===== config.mk =====
export PLATFORM = sky130hd
export DESIGN_NAME = decode_ctrl_stage
export DESIGN_NICKNAME = d
export VERILOG_FILES = /design/src/rtl/decode_ctrl_stage.sv
export SDC_FILE = /design/constraint.sdc
export NUM_CORES = 1
export LEC_CHECK = 0
export ABC_CLOCK_PERIOD_IN_PS = 11400
export BUFFER_PORTS_ARGS = -buffer_cell sky130_fd_sc_hd__buf_4
export CORE_MARGIN = 2
export CORE_UTILIZATION = 45
export DETAILED_ROUTE_END_ITERATION = 16
export PLACE_DENSITY_LB_ADDON = 0.3
export SYNTH_ARGS = -nofsm -noshare
export SYNTH_HDL_FRONTEND = slang
export SYNTH_SLANG_ARGS = --single-unit

===== constraint.sdc =====
create_clock -name clk_i -period 11.4 [get_ports clk_i]
set_clock_uncertainty 0.15 [all_clocks]
set_input_delay 3.42 -clock clk_i [delete_from_list [all_inputs] [get_ports clk_i]]
set_output_delay 3.42 -clock clk_i [all_outputs]
set_load 0.01 [all_outputs]

===== src/rtl/decode_ctrl_stage.sv =====
// decode_ctrl_stage: ID-stage control decode, load-use hazard detection and
// the ID/EX control pipeline register.
// Optional feature: define JUMP_EN to add j/jal decode with the ex_Jump_o and
// ex_Link_o outputs. Without it, opcodes 2 and 3 are treated as unknown.
module decode_ctrl_stage #(
  parameter int OP_W    = 6,
  parameter int ALUOP_W = 3,
  parameter int REG_W   = 5,
  parameter int CNT_W   = 16
) (
  input  logic               clk_i,
  input  logic               rst_i,
  input  logic               valid_i,
  input  logic [OP_W-1:0]    instr_op_i,
  input  logic [REG_W-1:0]   rs_i,
  input  logic [REG_W-1:0]   rt_i,
  input  logic               flush_i,
  output logic               stall_o,
  output logic               ex_valid_o,
  output logic               ex_RegWrite_o,
  output logic               ex_ALUSrc_o,
  output logic               ex_RegDst_o,
  output logic               ex_Branch_o,
  output logic               ex_MemRead_o,
  output logic               ex_MemWrite_o,
  output logic               ex_MemtoReg_o,
  output logic [ALUOP_W-1:0] ex_ALU_op_o,
  output logic [REG_W-1:0]   ex_rt_o,
  output logic               illegal_o,
  output logic [CNT_W-1:0]   stall_cnt_o
`ifdef JUMP_EN
  ,
  output logic               ex_Jump_o,
  output logic               ex_Link_o
`endif
);

  localparam logic [OP_W-1:0] OP_R    = OP_W'(0);
  localparam logic [OP_W-1:0] OP_J    = OP_W'(2);
  localparam logic [OP_W-1:0] OP_JAL  = OP_W'(3);
  localparam logic [OP_W-1:0] OP_BEQ  = OP_W'(4);
  localparam logic [OP_W-1:0] OP_ADDI = OP_W'(8);
  localparam logic [OP_W-1:0] OP_SLTI = OP_W'(10);
  localparam logic [OP_W-1:0] OP_LW   = OP_W'(35);
  localparam logic [OP_W-1:0] OP_SW   = OP_W'(43);

  // Decoded control bundle; the all-zero value is the bubble.
  typedef struct packed {
    logic               jump;
    logic               link;
    logic               reg_write;
    logic               alu_src;
    logic               reg_dst;
    logic               branch;
    logic               mem_read;
    logic               mem_write;
    logic               mem_to_reg;
    logic [ALUOP_W-1:0] alu_op;
  } ctrl_t;

  ctrl_t              dec_ctrl;
  logic               dec_known;
  logic               dec_uses_rt;
  logic               hazard;

  ctrl_t              ctrl_q, ctrl_d;
  logic               valid_q, valid_d;
  logic [REG_W-1:0]   rt_q, rt_d;
  logic               illegal_q, illegal_d;
  logic [CNT_W-1:0]   cnt_q, cnt_d;

  // Opcode decode of the ID-stage instruction (MemtoReg=0 selects memory data).
  always_comb begin
    dec_ctrl    = '0;
    dec_known   = 1'b1;
    dec_uses_rt = 1'b0;
    case (instr_op_i)
      OP_R: begin
        dec_ctrl.alu_op = ALUOP_W'(1); dec_ctrl.reg_write = 1'b1;
        dec_ctrl.reg_dst = 1'b1; dec_ctrl.mem_to_reg = 1'b1;
        dec_uses_rt = 1'b1;
      end
      OP_ADDI: begin
        dec_ctrl.alu_op = ALUOP_W'(2); dec_ctrl.reg_write = 1'b1;
        dec_ctrl.alu_src = 1'b1; dec_ctrl.mem_to_reg = 1'b1;
      end
      OP_SLTI: begin
        dec_ctrl.alu_op = ALUOP_W'(3); dec_ctrl.reg_write = 1'b1;
        dec_ctrl.alu_src = 1'b1; dec_ctrl.mem_to_reg = 1'b1;
      end
      OP_BEQ: begin
        dec_ctrl.alu_op = ALUOP_W'(4); dec_ctrl.branch = 1'b1;
        dec_ctrl.mem_to_reg = 1'b1;
        dec_uses_rt = 1'b1;
      end
      OP_LW: begin
        dec_ctrl.alu_op = ALUOP_W'(5); dec_ctrl.reg_write = 1'b1;
        dec_ctrl.alu_src = 1'b1; dec_ctrl.mem_read = 1'b1;
      end
      OP_SW: begin
        dec_ctrl.alu_op = ALUOP_W'(6); dec_ctrl.alu_src = 1'b1;
        dec_ctrl.mem_write = 1'b1; dec_ctrl.mem_to_reg = 1'b1;
        dec_uses_rt = 1'b1;
      end
`ifdef JUMP_EN
      OP_J: begin
        dec_ctrl.jump = 1'b1;
      end
      OP_JAL: begin
        dec_ctrl.jump = 1'b1; dec_ctrl.link = 1'b1;
        dec_ctrl.reg_write = 1'b1; dec_ctrl.mem_to_reg = 1'b1;
      end
`endif
      default: dec_known = 1'b0;
    endcase
  end

  // Load-use hazard against the load currently in EX; r0 never conflicts.
  always_comb begin
    hazard = valid_i & valid_q & ctrl_q.mem_read & (rt_q != '0) &
             ((rt_q == rs_i) | ((rt_q == rt_i) & dec_uses_rt));
    stall_o = hazard & ~flush_i;
  end

  // Next ID/EX contents: flush > stall > idle > unknown opcode > load.
  always_comb begin
    ctrl_d    = '0;
    valid_d   = 1'b0;
    rt_d      = '0;
    illegal_d = illegal_q;
    cnt_d     = cnt_q;
    if (stall_o && (cnt_q != {CNT_W{1'b1}})) cnt_d = cnt_q + CNT_W'(1);
    if (!flush_i && !stall_o && valid_i) begin
      if (dec_known) begin
        ctrl_d  = dec_ctrl;
        valid_d = 1'b1;
        rt_d    = rt_i;
      end else begin
        illegal_d = 1'b1;
      end
    end
  end

  // Pipeline register, sticky illegal flag and stall counter.
  always_ff @(posedge clk_i) begin
    if (rst_i) begin
      ctrl_q    <= '0;
      valid_q   <= 1'b0;
      rt_q      <= '0;
      illegal_q <= 1'b0;
      cnt_q     <= '0;
    end else begin
      ctrl_q    <= ctrl_d;
      valid_q   <= valid_d;
      rt_q      <= rt_d;
      illegal_q <= illegal_d;
      cnt_q     <= cnt_d;
    end
  end

  assign ex_valid_o    = valid_q;
  assign ex_RegWrite_o = ctrl_q.reg_write;
  assign ex_ALUSrc_o   = ctrl_q.alu_src;
  assign ex_RegDst_o   = ctrl_q.reg_dst;
  assign ex_Branch_o   = ctrl_q.branch;
  assign ex_MemRead_o  = ctrl_q.mem_read;
  assign ex_MemWrite_o = ctrl_q.mem_write;
  assign ex_MemtoReg_o = ctrl_q.mem_to_reg;
  assign ex_ALU_op_o   = ctrl_q.alu_op;
  assign ex_rt_o       = rt_q;
  assign illegal_o     = illegal_q;
  assign stall_cnt_o   = cnt_q;
`ifdef JUMP_EN
  assign ex_Jump_o     = ctrl_q.jump;
  assign ex_Link_o     = ctrl_q.link;
`else
  // Jump/link bits only exist to keep the bundle uniform; unused here.
  logic unused_jump;
  assign unused_jump = ctrl_q.jump | ctrl_q.link;
`endif

endmodule


Word-level counts from Yosys, hierarchy flattened
Cells that the tools add are included.

operators by class
  add/sub/neg operators = 1
  eq/ne operators = 8
  muxes and demuxes = 11
  bitwise logic cells = 10
  reduce and logical (&&, ||, !) cells = 15

operators by type and width
  kind                   number
  $pmux 3 s6             1
  $add 16x1->16 const B  1
  $ne 16x16->1 const B   1
  $eq 6x4->1 const B     2
  $eq 6x6->1 const B     2
  $eq 5x5->1             2
  $mux 1                 10
  $reduce_or 4->1        2
  $and 1x1->1            6
  $eq 6x3->1 const B     1
  $logic_not 6->1        1
  $reduce_or 3->1        2
  $reduce_or 6->1        1
  $reduce_bool 5->1      1
  $reduce_or 5->1        1
  $logic_and 1x1->1      3
  $not 1->1              3
  $logic_not 1->1        2
  $reduce_and 2->1       1
  $reduce_or 2->1        1
  $or 1x1->1             1

word-level totals
  bits in registers = 33
  input bits = 20
  logic and storage cells = 57

Logic depth before layout (Yosys ltp)
Gate-level depths: netlist of run 1.

  depth in word-level cells = 12
  mapped depth = 8
  depth with buffers taken out = 6

Worst setup path after synthesis of run 1
OpenSTA, ideal clock, no wires.

  path kind = input -> output
  start point = in instr_op_i[0]
  end point = out stall_o
  arrival = 5.034 ns
  setup slack = 2.796 ns
  stages = 7
  buffers on the path = 2
  cells stage by stage = or4_1 > o22a_1 > nor4_2 > o21bai_1 > buf_2 > clkbuf_1 > inv_1

between the ends
  longest elaborated chain between the ends = 7

ends and longest elaborated chain
  what                                      RTL line  source
  start: declaration                        14        input logic [OP_W-1:0] instr_op_i,
  $eq 6x6->1, or another cell as far along  77        case (instr_op_i)
  $reduce_or 3->1 (no source line) *        n/a
  $mux 1 *                                  77
  $and 1x1->1 *                             121       ((rt_q == rs_i) | ((rt_q == rt_i) & dec_uses_rt));
  $or 1x1->1 *                              121
  $and 1x1->1 *                             120       hazard = valid_i & valid_q & ctrl_q.mem_read & (rt_q != '0) &
  $and 1x1->1 *                             122       stall_o = hazard & ~flush_i;
  end: declaration                          18        output logic stall_o,

Mark *: on every way between the ends. The rest lies on a longest branch, timed or not.

Worst setup path in the final report of run 1
Ends and elaborated chain as after synthesis.

==> flow_metrics.env, run 1 <==
export IMPL_outcome="finished, final reports clean"
export IMPL_cpPeakStageDelay_ns=0.55
export IMPL_antenna_found_initial=0
export IMPL_tightest_slew_ns=0.589
export IMPL_setup_violations_final=0
export IMPL_grt_max_degree=30
export IMPL_p_total_mw=0.190
export IMPL_max_slew_margin_pct=60.8
export IMPL_leakage_nw=0.820
export IMPL_die_h_um=63
export IMPL_cpMaxStageDelayCell="or4_1"
export IMPL_syn_area_um2=1570
export IMPL_clockBufferDepth=2
export IMPL_synth_edf_count=0
export IMPL_drtAntennaViolNets=0
export IMPL_dr_pass1_iters=4
export IMPL_cts_sinks=33
export IMPL_worstPathCellList="buf_4, or4_1, o22a_1, nor4_2, o21bai_1, buf_4, inv_1, buf_4"
export IMPL_holdCritPathClass="reg2reg"
export IMPL_rows=21
export IMPL_synth_flop_cell="dfxtp_1"
export IMPL_crit_fanout=29
export IMPL_gp_congestion=0.815
export IMPL_critPathCaptureType="output port"
export IMPL_syn2layout_area_growth_pct=30.5
export IMPL_grt_ovfl_total=0
export IMPL_rsz0062_at_grt="false"
export IMPL_ys_ff_latch=33
export IMPL_core_area_um2=3340
export IMPL_grt_util_all_layers_pct=16.9
export IMPL_cts_hold_buf=0
export IMPL_syn_inst=179
export IMPL_cts_tree="yes"
export IMPL_critPathLaunchType="input pin"
export IMPL_drive_above_1_share_pct=31.0
export IMPL_synth_nets=200
export IMPL_max_freq_mhz=114
export IMPL_fp_dieArea_um2=3970
export IMPL_ctsResizeCount=0
export IMPL_hold_viol_final=0
export IMPL_routed_wl_um=3270
export IMPL_arrival_ns=5.20
export IMPL_drt_initial_drc_count=83
export IMPL_antenna_cells=0
export IMPL_cts_buffers=5
export IMPL_cap_viol_max_count=0
export IMPL_cp_required_ns=7.83
export IMPL_finalSetupTns_ns=0
export IMPL_yosysSeqAreaShare_pct=42.2
export IMPL_drc=0
export IMPL_ir_drop_mv=0.0478
export IMPL_grt_pass1_wl_um=5360
export IMPL_grt_pass1_vias=1234
export IMPL_dpl_hpwl_um=2420
export IMPL_final_cells=278
export IMPL_initial_utilization_pct=46.9
export IMPL_cts_max_level=2
export IMPL_power_density_nw_per_um2=92.8
export IMPL_period_share_pct=76.9
export IMPL_ys_warn_count=0
export IMPL_ios=54
export IMPL_nets=252
export IMPL_async_reset_ff_share_pct=0
export IMPL_insertion_delay_ns=0.33
export IMPL_dp_cells=270
export IMPL_die_w_um=63
export IMPL_viasPerCell=5.29
export IMPL_finalMaxSlewViolations=0
export IMPL_postCtsSetupBuffers=0
export IMPL_clk_pin_slew_ns=0.10
export IMPL_port_buffers=53
export IMPL_avgSynthCellArea_um2=8.75
export IMPL_vias=1471
export IMPL_root_buffer="clkbuf_4"
export IMPL_cpMostUsedCell="buf_4"
export IMPL_crit_type="in2out"
export IMPL_wl_per_cell_um=11.8
export IMPL_period_needed_ns=8.77
export IMPL_synth_cell_types=38
[layout make-up]
cell class / instances / area, um^2
well taps: 46 / 57.6
repair buffers: 54 / 405
fillers: 305 / 1290
clock inverters: 2 / 10.0
multi-input cells: 134 / 858
clock buffers: 6 / 41.3
inverters: 3 / 11.3
flip-flops and latches: 33 / 661
[routing by layer]
metal	global-route usage, %	up-vias	routed length (um)
li1	-	756	-
met3	5.77	5	192
met5	0	-	0
met2	27.1	41	1500
met4	5.83	0	44
met1	21.0	669	1530
[worst max-delay path: cells and delay by family]
family,cells,cell delay (ns)
AND/OR/NAND/NOR,2,0.89
buffers and inverters,4,0.53
AO/OA/AOI/OAI,2,0.35
[synth_stat cells, types with 5 or more instances]
master / number / area (um^2)
dfxtp_1: 33 / 661
nor2_1: 17 / 63.8
a21oi_1: 16 / 80.1
nand3_1: 15 / 75.1
or4_1: 11 / 82.6
o31ai_1: 9 / 67.6
xnor2_1: 8 / 70.1
clkbuf_1: 7 / 26.3
and2_1: 5 / 31.3
and3_1: 5 / 31.3
nand2_1: 5 / 18.8
nor2b_1: 5 / 31.3
[worst paths after layout]
path / startpoint / end / slack (ns) / cells past startpoint
worst min register to register: illegal_o$_SDFFE_PP0P_ / illegal_o$_SDFFE_PP0P_ / 0.33 / 2
worst max register to register: ex_rt_o[2]$_SDFF_PP0_ / ex_MemRead_o$_SDFF_PP0_ / 8.71 / 6
worst max-delay path: instr_op_i[0] / stall_o / 2.63 / 8
worst min-delay path: illegal_o$_SDFFE_PP0P_ / illegal_o$_SDFFE_PP0P_ / 0.33 / 2
[placed cells by master (no fill, tap or decap), types with 2 or more instances in the layout]
cell type / n
or3_1: 3
inv_1: 2
xnor2_1: 8
or2_2: 2
nor2b_1: 5
and3_1: 5
buf_4: 54
nand2_1: 5
o21ai_0: 4
or3b_1: 2
nor3_1: 3
xor2_1: 2
a21oi_1: 16
or4_1: 11
dfxtp_1: 33
o31ai_1: 9
and2_1: 5
clkinv_2: 2
and4_1: 2
nor2_1: 17
mux2_2: 3
clkbuf_4: 5
nand3_1: 15
nand2b_1: 3
[registers in the layout, summed over array words and instances (netlist names)]
| signal | count |
|---|---|
| ex_MemWrite_o | 1 |
| ex_Branch_o | 1 |
| ex_ALU_op_o | 3 |
| stall_cnt_o | 16 |
| ex_MemRead_o | 1 |
| ex_RegWrite_o | 1 |
| ex_valid_o | 1 |
| ex_MemtoReg_o | 1 |
| ex_rt_o | 5 |
| ex_RegDst_o | 1 |
| ex_ALUSrc_o | 1 |
| illegal_o | 1 |
[cell families (layout without fill, tap and decap cells)]
kind of cell / count (synthesis) / after routing / share of synthesized area (%)
AND/OR/NAND/NOR: 84 / 84 / 31.4
AO/OA/AOI/OAI: 35 / 35 / 14.1
flip-flops: 33 / 33 / 42.2
buffers and inverters: 12 / 65 / 3.04
XOR/XNOR: 10 / 10 / 5.59
multiplexers: 4 / 4 / 2.88
adder cells (fa/ha/maj): 1 / 1 / 0.799
[per-stage QoR]
stage	hold slack [ns]	setup slack [ns]	instance area (um^2)	utilization, %
2_1_floorplan	0.352	2.80	1570	-
3_3_place_gp	0.304	2.68	1990	59.7
3_5_place_dp	0.308	2.62	1990	59.7
4_1_cts	0.331	2.63	2040	61.3
5_1_grt	0.360	2.54	2040	61.3
6_report	0.327	2.63	2040	61.3
[report_power, final]
group          leakage [nW]  internal [mW]  total (mW)  switching (mW)
clock                0.0320         0.0234      0.0597          0.0362
combinational         0.522        0.00767      0.0142         0.00656
sequential            0.266          0.116       0.116        0.000268
No activity file was read; power rests on OpenSTA's default activity.
==> inputs of run 2 (changes only) <==
Settings changed: ABC_CLOCK_PERIOD_IN_PS 11400 to 9100.
Clock period 11.4 ns to 9.1 ns, I/O delays scaled along.
==> run 2 against run 1 <==
Against the previous run:
- setup slack got worse by 0.94 ns
- non-clock buffer count unchanged
- largest cell class unchanged
- sequential share of layout area unchanged
- critical path type unchanged
- register-to-register slack got worse by 2.3 ns
- global-route usage increased by 0.53 points
- via count increased by 0.20%
==> flow_metrics.env, run 2 (same netlist as run 1, synthesis figures left out) <==
export IMPL_outcome="finished, final reports clean"
export IMPL_initial_utilization_pct=46.9
export IMPL_clockBufferDepth=2
export IMPL_postCtsSetupBuffers=0
export IMPL_path_buf_inv=4
export IMPL_finalMaxSlewViolations=0
export IMPL_cp_top_family="simple AND/OR/NAND/NOR gates"
export IMPL_cts_buffers=5
export IMPL_drive_above_1_share_pct=31.0
export IMPL_dr_pass1_iters=4
export IMPL_whs_ns=0.347
export IMPL_regArea_um2=661
export IMPL_rows=21
export IMPL_drc=0
export IMPL_grt_pass1_vias=1311
export IMPL_largest_reg_flops=16
export IMPL_drt_initial_drc_count=80
export IMPL_cpPeakStageDelay_ns=0.55
export IMPL_multiInputGateArea_um2=858
export IMPL_reg2reg_from="ex_rt_o[1]$_SDFF_PP0_"
export IMPL_core_area_um2=3340
export IMPL_gp_congestion=0.819
export IMPL_syn2layout_area_growth_pct=30.5
export IMPL_p_total_mw=0.238
export IMPL_worstPathCellList="buf_4, or4_1, o22a_1, nor4_2, o21bai_1, buf_4, inv_1, buf_4"
export IMPL_layout_common_cells="buf_4, dfxtp_1, nor2_1"
export IMPL_cts_hold_buf=0
export IMPL_grt_ovfl_total=0
export IMPL_die_h_um=63
export IMPL_cp_depth=8
export IMPL_die_w_um=63
export IMPL_grt_pass1_wl_um=5540
export IMPL_antenna_cells=0
export IMPL_ctsResizeCount=0
export IMPL_r2r_cells=6
export IMPL_cts_sinks=33
export IMPL_leakage_nw=0.820
export IMPL_cts_tree="yes"
export IMPL_crit_fanout=29
export IMPL_tightest_slew_ns=0.592
export IMPL_period_share_pct=81.4
export IMPL_antenna_found_initial=0
export IMPL_wl_per_cell_um=12.1
export IMPL_min_from="stall_cnt_o[4]$_SDFFE_PP0P_"
export IMPL_period_needed_ns=7.41
export IMPL_insertion_delay_ns=0.33
export IMPL_setup_violations_final=0
export IMPL_cap_viol_max_count=0
export IMPL_hold_end="stall_cnt_o[4]$_SDFFE_PP0P_"
export IMPL_grt_util_all_layers_pct=17.4
export IMPL_cts_max_level=2
export IMPL_root_buffer="clkbuf_4"
export IMPL_fillCellCount=317
export IMPL_routed_wl_um=3370
export IMPL_holdPathStages=2
export IMPL_port_buffers=53
export IMPL_reg2reg_to="ex_MemRead_o$_SDFF_PP0_"
export IMPL_max_slew_margin_pct=60.6
export IMPL_critPathLaunchType="input pin"
export IMPL_finalSetupTns_ns=0
export IMPL_cpMostUsedCell="buf_4"
export IMPL_dpl_hpwl_um=2450
export IMPL_viasPerCell=5.30
export IMPL_fp_dieArea_um2=3970
export IMPL_drtAntennaViolNets=0
export IMPL_holdCritPathClass="reg2reg"
export IMPL_grt_max_degree=30
export IMPL_cpMaxStageDelayCell="or4_1"
export IMPL_rsz0062_at_grt="false"
export IMPL_clk_pin_slew_ns=0.09
export IMPL_ir_drop_mv=0.0593
export IMPL_vias=1474
export IMPL_crit_type="in2out"
export IMPL_arrival_ns=4.53
export IMPL_reg2reg_setup_slack_ns=6.39
export IMPL_power_density_nw_per_um2=117
export IMPL_max_freq_mhz=135
export IMPL_critPathCaptureType="output port"
export IMPL_final_common_cell="buf_4"
export IMPL_cp_required_ns=6.22
export IMPL_hold_viol_final=0
export IMPL_ios=54
export IMPL_nets=252
## run 2: cell counts in the layout (fill, tap and decap cells not counted)
No cell type changed its count.
## run 2: layout make-up
class                   instances  share of cell area, %
inverters                       3                  0.551
multi-input cells             134                   42.0
clock inverters                 2                  0.490
flip-flops and latches         33                   32.3
clock buffers                   6                   2.02
repair buffers                 54                   19.8
well taps                      46                   2.82
## run 2: power breakdown
group	total (mW)	internal, mW	switching (mW)
logic	0.0181	0.00962	0.00846
registers	0.145	0.145	0.000364
clock network	0.0751	0.0294	0.0457
## run 2: per-layer routing
layer | global-route usage [%] | share of wire (%)
met3 | 6.67 | 6.6
met5 | 0 | 0
met4 | 6.67 | 1.4
met1 | 20.2 | 45
met2 | 28.9 | 46
## run 2: metrics by stage
step                std cells  cell area (um^2)  utilization [%]  worst slack (ns)
floorplan                 179              1570                -              1.88
global placement          270              1990             59.7              1.76
detailed placement        270              1990             59.7              1.69
CTS                       278              2040             61.3              1.69
global route              278              2040             61.3              1.56
finish                    278              2040             61.3              1.69
## run 2: worst max-delay path by stage
stage                   from      end  slack (ns)
2_1_floorplan  instr_op_i[0]  stall_o        1.88
3_3_place_gp   instr_op_i[0]  stall_o        1.76
3_5_place_dp   instr_op_i[0]  stall_o        1.69
4_1_cts        instr_op_i[0]  stall_o        1.69
5_1_grt        instr_op_i[0]  stall_o        1.56
6_report       instr_op_i[0]  stall_o        1.69
## run 2: worst min-delay path: cells and delay by family (launching register included)
| kind | cells | cell delay, ns |
|---|---|---|
| DFF | 1 | 0.33 |
| AOI/OAI and AO/OA | 2 | 0.12 |
